[src/rtl/seq_double_dabble.sv]
// Sequential binary-to-BCD converter (shift-and-add-3), one operand bit per clock.
// Optional two's-complement input: the magnitude is converted and the sign is reported separately.
module seq_double_dabble #(
    parameter int unsigned BIN_W  = 6,
    parameter int unsigned DIGITS = 2,
    parameter int unsigned SIGNED = 0
) (
    input  logic                  i_Clk,
    input  logic                  i_Rst_n,
    input  logic                  i_Start,
    input  logic [BIN_W-1:0]      i_Bin,
    output logic                  o_Busy,
    output logic                  o_Done,
    output logic [4*DIGITS-1:0]   o_Bcd,
    output logic                  o_Neg,
    output logic                  o_Ovf
);

    localparam int unsigned BCD_W = 4 * DIGITS;
    localparam int unsigned CNT_W = $clog2(BIN_W + 1);

    typedef enum logic [1:0] {
        S_IDLE = 2'd0,
        S_CONV = 2'd1,
        S_DONE = 2'd2
    } state_t;

    state_t             state_q, state_d;
    logic [BIN_W-1:0]   bin_q, bin_d;
    logic [BCD_W-1:0]   bcd_q, bcd_d;
    logic [CNT_W-1:0]   cnt_q, cnt_d;
    logic               neg_q, neg_d;
    logic               ovf_q, ovf_d;
    logic               busy_q, busy_d;
    logic               done_q, done_d;
    logic [BCD_W-1:0]   bcd_out_q, bcd_out_d;
    logic               neg_out_q, neg_out_d;
    logic               ovf_out_q, ovf_out_d;

    logic [BCD_W-1:0]   adj;
    logic [BCD_W-1:0]   bcd_shift;
    logic               ovf_next;

    // Add 3 to every scratch digit that is 5 or more, all digits in parallel.
    always_comb begin
        logic [3:0] digit;
        adj   = '0;
        digit = '0;
        for (int k = 0; k < int'(DIGITS); k++) begin
            digit          = bcd_q[4*k +: 4];
            adj[4*k +: 4]  = (digit >= 4'd5) ? 4'(digit + 4'd3) : digit;
        end
    end

    // One conversion step: shift the adjusted scratch left, operand MSB enters bit 0.
    always_comb begin
        bcd_shift = {adj[BCD_W-2:0], bin_q[BIN_W-1]};
        ovf_next  = ovf_q | adj[BCD_W-1];
    end

    // Next-state and registered-output logic.
    always_comb begin
        state_d   = state_q;
        bin_d     = bin_q;
        bcd_d     = bcd_q;
        cnt_d     = cnt_q;
        neg_d     = neg_q;
        ovf_d     = ovf_q;
        busy_d    = busy_q;
        done_d    = 1'b0;
        bcd_out_d = bcd_out_q;
        neg_out_d = neg_out_q;
        ovf_out_d = ovf_out_q;

        case (state_q)
            S_IDLE: begin
                if (i_Start) begin
                    if ((SIGNED != 0) && i_Bin[BIN_W-1]) begin
                        bin_d = BIN_W'(~i_Bin + 1'b1);
                        neg_d = 1'b1;
                    end else begin
                        bin_d = i_Bin;
                        neg_d = 1'b0;
                    end
                    bcd_d   = '0;
                    ovf_d   = 1'b0;
                    cnt_d   = CNT_W'(BIN_W);
                    busy_d  = 1'b1;
                    state_d = S_CONV;
                end
            end
            S_CONV: begin
                bcd_d = bcd_shift;
                bin_d = {bin_q[BIN_W-2:0], 1'b0};
                ovf_d = ovf_next;
                cnt_d = cnt_q - CNT_W'(1);
                if (cnt_q == CNT_W'(1)) begin
                    state_d   = S_DONE;
                    done_d    = 1'b1;
                    bcd_out_d = bcd_shift;
                    neg_out_d = neg_q;
                    ovf_out_d = ovf_next;
                end
            end
            S_DONE: begin
                busy_d  = 1'b0;
                state_d = S_IDLE;
            end
            default: begin
                busy_d  = 1'b0;
                state_d = S_IDLE;
            end
        endcase
    end

    // State and output registers.
    always_ff @(posedge i_Clk or negedge i_Rst_n) begin
        if (!i_Rst_n) begin
            state_q   <= S_IDLE;
            bin_q     <= '0;
            bcd_q     <= '0;
            cnt_q     <= '0;
            neg_q     <= 1'b0;
            ovf_q     <= 1'b0;
            busy_q    <= 1'b0;
            done_q    <= 1'b0;
            bcd_out_q <= '0;
            neg_out_q <= 1'b0;
            ovf_out_q <= 1'b0;
        end else begin
            state_q   <= state_d;
            bin_q     <= bin_d;
            bcd_q     <= bcd_d;
            cnt_q     <= cnt_d;
            neg_q     <= neg_d;
            ovf_q     <= ovf_d;
            busy_q    <= busy_d;
            done_q    <= done_d;
            bcd_out_q <= bcd_out_d;
            neg_out_q <= neg_out_d;
            ovf_out_q <= ovf_out_d;
        end
    end

    assign o_Busy = busy_q;
    assign o_Done = done_q;
    assign o_Bcd  = bcd_out_q;
    assign o_Neg  = neg_out_q;
    assign o_Ovf  = ovf_out_q;

endmodule

[config.mk]
export PLATFORM = sky130hd
export DESIGN_NAME = seq_double_dabble
export DESIGN_NICKNAME = d
export VERILOG_FILES = /design/src/rtl/seq_double_dabble.sv
export SDC_FILE = /design/constraint.sdc
export NUM_CORES = 1
export LEC_CHECK = 0
export BUFFER_PORTS_ARGS = -buffer_cell sky130_fd_sc_hd__buf_2
export CORE_MARGIN = 2
export CORE_UTILIZATION = 50
export DETAILED_ROUTE_END_ITERATION = 7
export PLACE_DENSITY = 0.71
export REMOVE_ABC_BUFFERS = 1
export SYNTH_ARGS = -nofsm -noshare
export SYNTH_HDL_FRONTEND = slang
export SYNTH_SLANG_ARGS = --single-unit
[constraint.sdc]
create_clock -name i_Clk -period 1.7 [get_ports i_Clk]
set_clock_uncertainty 0.1 [all_clocks]
set_input_delay 0.34 -clock i_Clk [delete_from_list [all_inputs] [get_ports i_Clk]]
set_output_delay 0.34 -clock i_Clk [all_outputs]
set_load 0.02 [all_outputs]
==> impl_metrics.py, run 1 <==
metrics = {
    "run_status": {
        "status": "finished clean",
    },
    "timing": {
        "holdWs_ns": 0.254,
        "finalSetupTns_ns": 0,
        "setup_viol": 0,
        "period_share": 0.969,
        "final-hold-violation-count": 0,
        "slew_headroom": 0.550,
        "clock.fmax_mhz": 607,
        "slew_viol_final": 0,
        "period_needed_ns": 1.65,
        "worstMarginPinSlew_ns": 0.675,
    },
    "route": {
        "drt_iter0_drc": 26,
        "via_count": 1119,
        "drc": 0,
        "avgRoutedWirePerCell_microns": 13.7,
        "via_per_inst": 5.51,
        "ant_nets": 0,
        "wl_microns": 2780,
        "dr.pass1.iters": 4,
    },
    "power_and_ir_drop": {
        "netSwitchingFraction": 0.381,
        "peakVddDrop_uv": 903,
        "p_sw_w": 0.00128,
        "pwr-share-seq": 0.384,
        "p_clk_frac": 0.179,
        "pwr_density_cell_nw_per_um2": 1910,
        "power_w": 0.00336,
        "power.leakage_nw": 0.858,
        "p_int_w": 0.00208,
        "p_comb_frac": 0.437,
    },
    "synth": {
        "syn_inst": 143,
        "synth-seq-area-share": 0.512,
        "synth_edf_count": 0,
        "mappedNetlistArea_sq_um": 1520,
        "ys.flop_type": "dfrtp_1",
        "ys_types": 29,
        "synthArstFlopShare": 1.00,
        "syn_avg_cell_area_sq_um": 10.6,
        "synth-seq-cells": 31,
        "yosys_warnings": 0,
    },
    "global_route": {
        "grt.total_usage": 0.186,
        "met1_usage": 0.222,
        "grtUsageMet2": 0.302,
        "grt_max_degree": 32,
        "grt_pass1_vias": 1067,
        "gr-max-usage-layer": "met2",
        "grt_overflow_total": 0,
        "antenna_found_initial": 0,
        "grtUsageMet3": 0.0699,
        "grt_first_pass_wirelength_microns": 4750,
    },
    "critical_path": {
        "crit_chain": "inv_1, ha_1, nand2b_1, a21oi_2, mux2i_1, mux2_4",
        "max_stage_delay_ns": 0.39,
        "cpMaxStageDelayCell": "dfrtp_1",
        "endpoint_kind": "register",
        "worstPathMaxFanout": 3,
        "critPathArrivalTime_ns": 1.82,
        "startpoint_type": "register",
        "worstPathRequired_ns": 1.87,
        "crit_type": "register to register",
    },
    "die": {
        "start_util": 0.536,
        "dieArea_sq_um": 3490,
        "num_io_pins": 21,
        "die_y_microns": 59.1,
        "core_sq_um": 2830,
        "die_w_microns": 59.1,
        "placementRows": 19,
    },
    "clocking": {
        "h-tree-depth": 2,
        "cts.path.max_buffers": 2,
        "cts_buffers": 5,
        "root_buffer": "clkbuf_4",
        "path_clk_slew_ns": 0.10,
        "clock_sinks": 31,
        "cts_tree": "built",
        "insertion_delay_ns": 0.32,
    },
    "finish": {
        "multi_input_area_sq_um": 654,
        "antennaDiodeCount": 0,
        "fin_util": 0.622,
        "regArea_sq_um": 777,
        "layout_common_cells": "dfrtp_1, buf_2, o21ai_0, nand2_1, a21oi_1",
        "nets": 186,
        "fin_cells": 203,
        "mostFrequentLayoutCell": "dfrtp_1",
        "fill_cells": 225,
        "drive_above_1_share": 0.273,
        "areaGrowthSynthToFinish_pct": 16.0,
    },
    "placed_design": {
        "portBuffers": 19,
        "hpwl_microns": 1980,
        "dp.cells": 193,
        "gp_congestion": 0.743,
    },
    "hold_path": {
        "hp-class": "primary input to register",
    },
    "flow_run": {
        "maxCapViolCount": 0,
    },
}
[metal layers]
| metal | up-vias | share of wire |
|---|---|---|
| li1 | 545 | - |
| met1 | 543 | 0.46 |
| met2 | 24 | 0.48 |
| met3 | 7 | 0.035 |
| met4 | 0 | 0.026 |
| met5 | - | 0 |
[synth_stat cells (all sizes together), types with 4 or more instances]
| cell type | instances | share of area |
|---|---|---|
| dfrtp | 31 | 0.51 |
| nand2 | 17 | 0.053 |
| o21ai | 16 | 0.053 |
| a21oi | 12 | 0.045 |
| inv | 10 | 0.030 |
| nor2 | 9 | 0.022 |
| nor3b | 7 | 0.035 |
| a22o | 6 | 0.035 |
| ha | 6 | 0.050 |
| buf | 5 | 0.026 |
| mux2 | 4 | 0.040 |
| nand2b | 4 | 0.016 |
[power groups by stage]
stage / sequential [W] / clock [W] / combinational, W
6_report: 0.00129 / 0.000603 / 0.00147
5_1_grt: 0.00134 / 0.000634 / 0.00164
4_1_cts: 0.00129 / 0.000616 / 0.00147
3_5_place_dp: 0.00130 / 0 / 0.00146
3_3_place_gp: 0.00129 / 0 / 0.00142
2_1_floorplan: 0.00141 / 0 / 0.000909
[registers in the layout, indices dropped and copies added, names as in the netlist]
name	flops
state_q	2
o_Bcd	8
cnt_q	3
bin_q	6
o_Ovf	1
ovf_q	1
o_Done	1
o_Busy	1
bcd_q	8
[logic make-up after synthesis]
family | share of synthesized area
muxes | 0.0528
buffers and inverters | 0.0586
adders and majority gates | 0.0495
AOI/OAI and AO/OA | 0.159
other | 0.00247
xor gates and xnor gates | 0.0116
and+or+nand+nor | 0.154
DFF | 0.512
[final timing paths]
kind                       slack, ns  cells after the start  endpoint     start
max reg2reg                     0.05                      6  o_Bcd[6]  bcd_q[5]
min                             0.25                      3  bin_q[5]  i_Bin[5]
min in group asynchronous       0.48                      2  bcd_q[6]   i_Rst_n
max                             0.05                      6  o_Bcd[6]  bcd_q[5]
max in group asynchronous       0.55                      2  bcd_q[4]   i_Rst_n
min reg2reg                     0.39                      2  o_Bcd[0]  o_Bcd[0]
[through the flow]
step / area [sq um] / worst slack [ns]
after global placement: 1650 / 0.172
after detailed placement: 1650 / 0.0861
final: 1760 / 0.0519
after CTS: 1750 / 0.0595
after global routing: 1760 / -0.00448
after floorplan: 1470 / 0.0800
[critical path: cells and delay by family, from the launching register on]
family,cells,cell delay (ns)
flops,1,0.39
mux,2,0.48
fa+ha+maj,1,0.18
buf+inv,1,0.09
compound gates,1,0.19
simple gates,1,0.18
[what timing repair did]
action,4_1_cts,5_1_grt
hold endpoints to repair,31,0
endpoints found under the setup margin,0,2
hold buffers,1,0
buffers inserted,0,1
resized for setup,0,2
[area by class of cell]
class	instances	share of cell area
tap	31	0.0220
inverter	10	0.0256
timing repair buffer	27	0.0896
clock inverter	2	0.0199
sequential	31	0.442
multi-input combinational	96	0.372
clock buffer	6	0.0292
Note: power is estimated with default switching activity, not from simulation.
==> run 2, diff against run 1 <==
- CTS_BUF_LIST: not set -> sky130_fd_sc_hd__clkbuf_4
- clock period: 1.7 -> 2.1 ns (I/O delays scaled with it)
==> run 2 against run 1 <==
  * Total power shrank 25%
  * Setup slack gained 0.32 ns
  * Register-to-register slack gained 0.32 ns
  * Sequential power shrank 18%
  * Utilization shrank 3.0 points
  * Design area shrank 4.8%
  * Clock-buffer cell count is the same
  * Non-clock buffer count shrank 6
  * Combinational power shrank 22%
  * Clock power shrank 46%
  * Largest power group unchanged
==> impl_metrics.py, run 2 (synthesis gave the netlist of run 1 again) <==
metrics = {
    "route": {
        "dr.pass1.iters": 3,
        "via_per_inst": 5.43,
        "highest_layer": "met4",
        "via_count": 1069,
        "met3_wirelength_microns": 132,
        "drc": 0,
        "wl_met1_microns": 1240,
        "wl_microns": 2790,
        "met2_length_microns": 1380,
        "avgRoutedWirePerCell_microns": 14.2,
        "drt_iter0_drc": 33,
        "ant_nets": 0,
    },
    "timing": {
        "rsz0062_at_grt": "false",
        "period_needed_ns": 1.73,
        "finalSetupTns_ns": 0,
        "period_share": 0.823,
        "slew_headroom": 0.534,
        "slew_viol_final": 0,
        "setup_viol": 0,
        "worstMarginPinSlew_ns": 0.698,
        "final-hold-violation-count": 0,
        "clock.fmax_mhz": 578,
    },
    "flow_run": {
        "maxCapViolCount": 0,
    },
    "global_route": {
        "grt_max_degree": 32,
        "grt_overflow_total": 0,
        "antenna_found_initial": 0,
        "grt_first_pass_wirelength_microns": 4910,
        "grt.total_usage": 0.191,
        "grt_pass1_vias": 1113,
    },
    "clocking": {
        "h-tree-depth": 2,
        "root_buffer": "clkbuf_4",
        "postCtsSetupRepairBufs": 0,
        "cts.path.max_buffers": 2,
        "postCtsHoldBufs": 0,
        "cts_tree": "built",
        "post_cts_resize_count": 0,
        "clock_sinks": 31,
        "insertion_delay_ns": 0.33,
        "cts_buffers": 5,
        "path_clk_slew_ns": 0.09,
    },
    "power_and_ir_drop": {
        "power_w": 0.00253,
        "peakVddDrop_uv": 661,
        "power.leakage_nw": 0.815,
        "pwr_density_cell_nw_per_um2": 1510,
    },
    "finish": {
        "drive_above_1_share": 0.229,
        "mostFrequentLayoutCell": "dfrtp_1",
        "areaGrowthSynthToFinish_pct": 10.4,
        "layout_common_cells": "dfrtp_1, buf_2, o21ai_0, nand2_1, a21oi_1",
        "antennaDiodeCount": 0,
        "nets": 180,
    },
    "critical_path": {
        "max_stage_delay_ns": 0.38,
        "worstPathMaxFanout": 10,
        "crit_buf_inv": 2,
        "cpMaxStageDelayCell": "dfrtp_1",
        "endpoint_kind": "register",
        "crit_family": "simple AND/OR/NAND/NOR gates",
        "critPathArrivalTime_ns": 1.85,
        "worstPathRequired_ns": 2.22,
        "crit_type": "register to register",
        "startpoint_type": "register",
        "crit_chain": "inv_1, ha_1, nor2b_1, nand2_8, inv_8, mux2_4",
    },
    "die": {
        "die_w_microns": 59.1,
        "dieArea_sq_um": 3490,
        "placementRows": 19,
        "core_sq_um": 2830,
        "start_util": 0.536,
        "die_y_microns": 59.1,
        "num_io_pins": 21,
    },
    "run_status": {
        "status": "finished clean",
    },
    "hold_path": {
        "hp-class": "primary input to async pin",
    },
    "placed_design": {
        "portBuffers": 19,
        "gp_congestion": 0.783,
        "hpwl_microns": 2040,
    },
}
## run 2: final cells by class
| class | count | area (sq um) |
|---|---|---|
| Fill cell | 238 | 1150 |
| Sequential cell | 31 | 776 |
| Multi-Input combinational cell | 96 | 652 |
| Timing Repair Buffer | 21 | 110 |
| Clock buffer | 6 | 45.0 |
| Inverter | 10 | 45.0 |
| Tap cell | 31 | 38.8 |
| Clock inverter | 2 | 7.51 |
## run 2: routing by layer
metal,vias up,track usage
met5,-,0
met4,0,0.0844
met3,5,0.0590
met2,22,0.297
met1,514,0.245
li1,528,-
## run 2: per-stage QoR
stage / util / hold WS (ns) / setup slack [ns] / instance area [sq um] / cells
floorplan: - / 0.0244 / 0.480 / 1470 / 137
global placement: 0.573 / 0.371 / 0.456 / 1620 / 189
detailed placement: 0.573 / 0.375 / 0.399 / 1620 / 189
CTS: 0.592 / 0.0358 / 0.379 / 1670 / 197
global route: 0.592 / 0.0651 / 0.272 / 1670 / 197
finish: 0.592 / 0.0136 / 0.371 / 1670 / 197
## run 2: report_power, final
part | switching, W | total (W) | internal, W
clock | 0.000192 | 0.000328 | 0.000137
sequential | 0.000208 | 0.00106 | 0.000851
combinational | 0.000631 | 0.00114 | 0.000509
## run 2: path summary, 6_finish.rpt
path / from / endpoint / slack [ns] / cells past startpoint
worst max-delay path: cnt_q[1] / o_Bcd[5] / 0.37 / 6
worst min-delay path: i_Rst_n / bcd_q[6] / 0.01 / 1
worst max register to register: cnt_q[1] / o_Bcd[5] / 0.37 / 6
worst min register to register: bin_q[1] / bin_q[1] / 0.40 / 2
max in group asynchronous: i_Rst_n / bin_q[1] / 1.46 / 1
min in group i_Clk: i_Bin[5] / bin_q[5] / 0.29 / 3
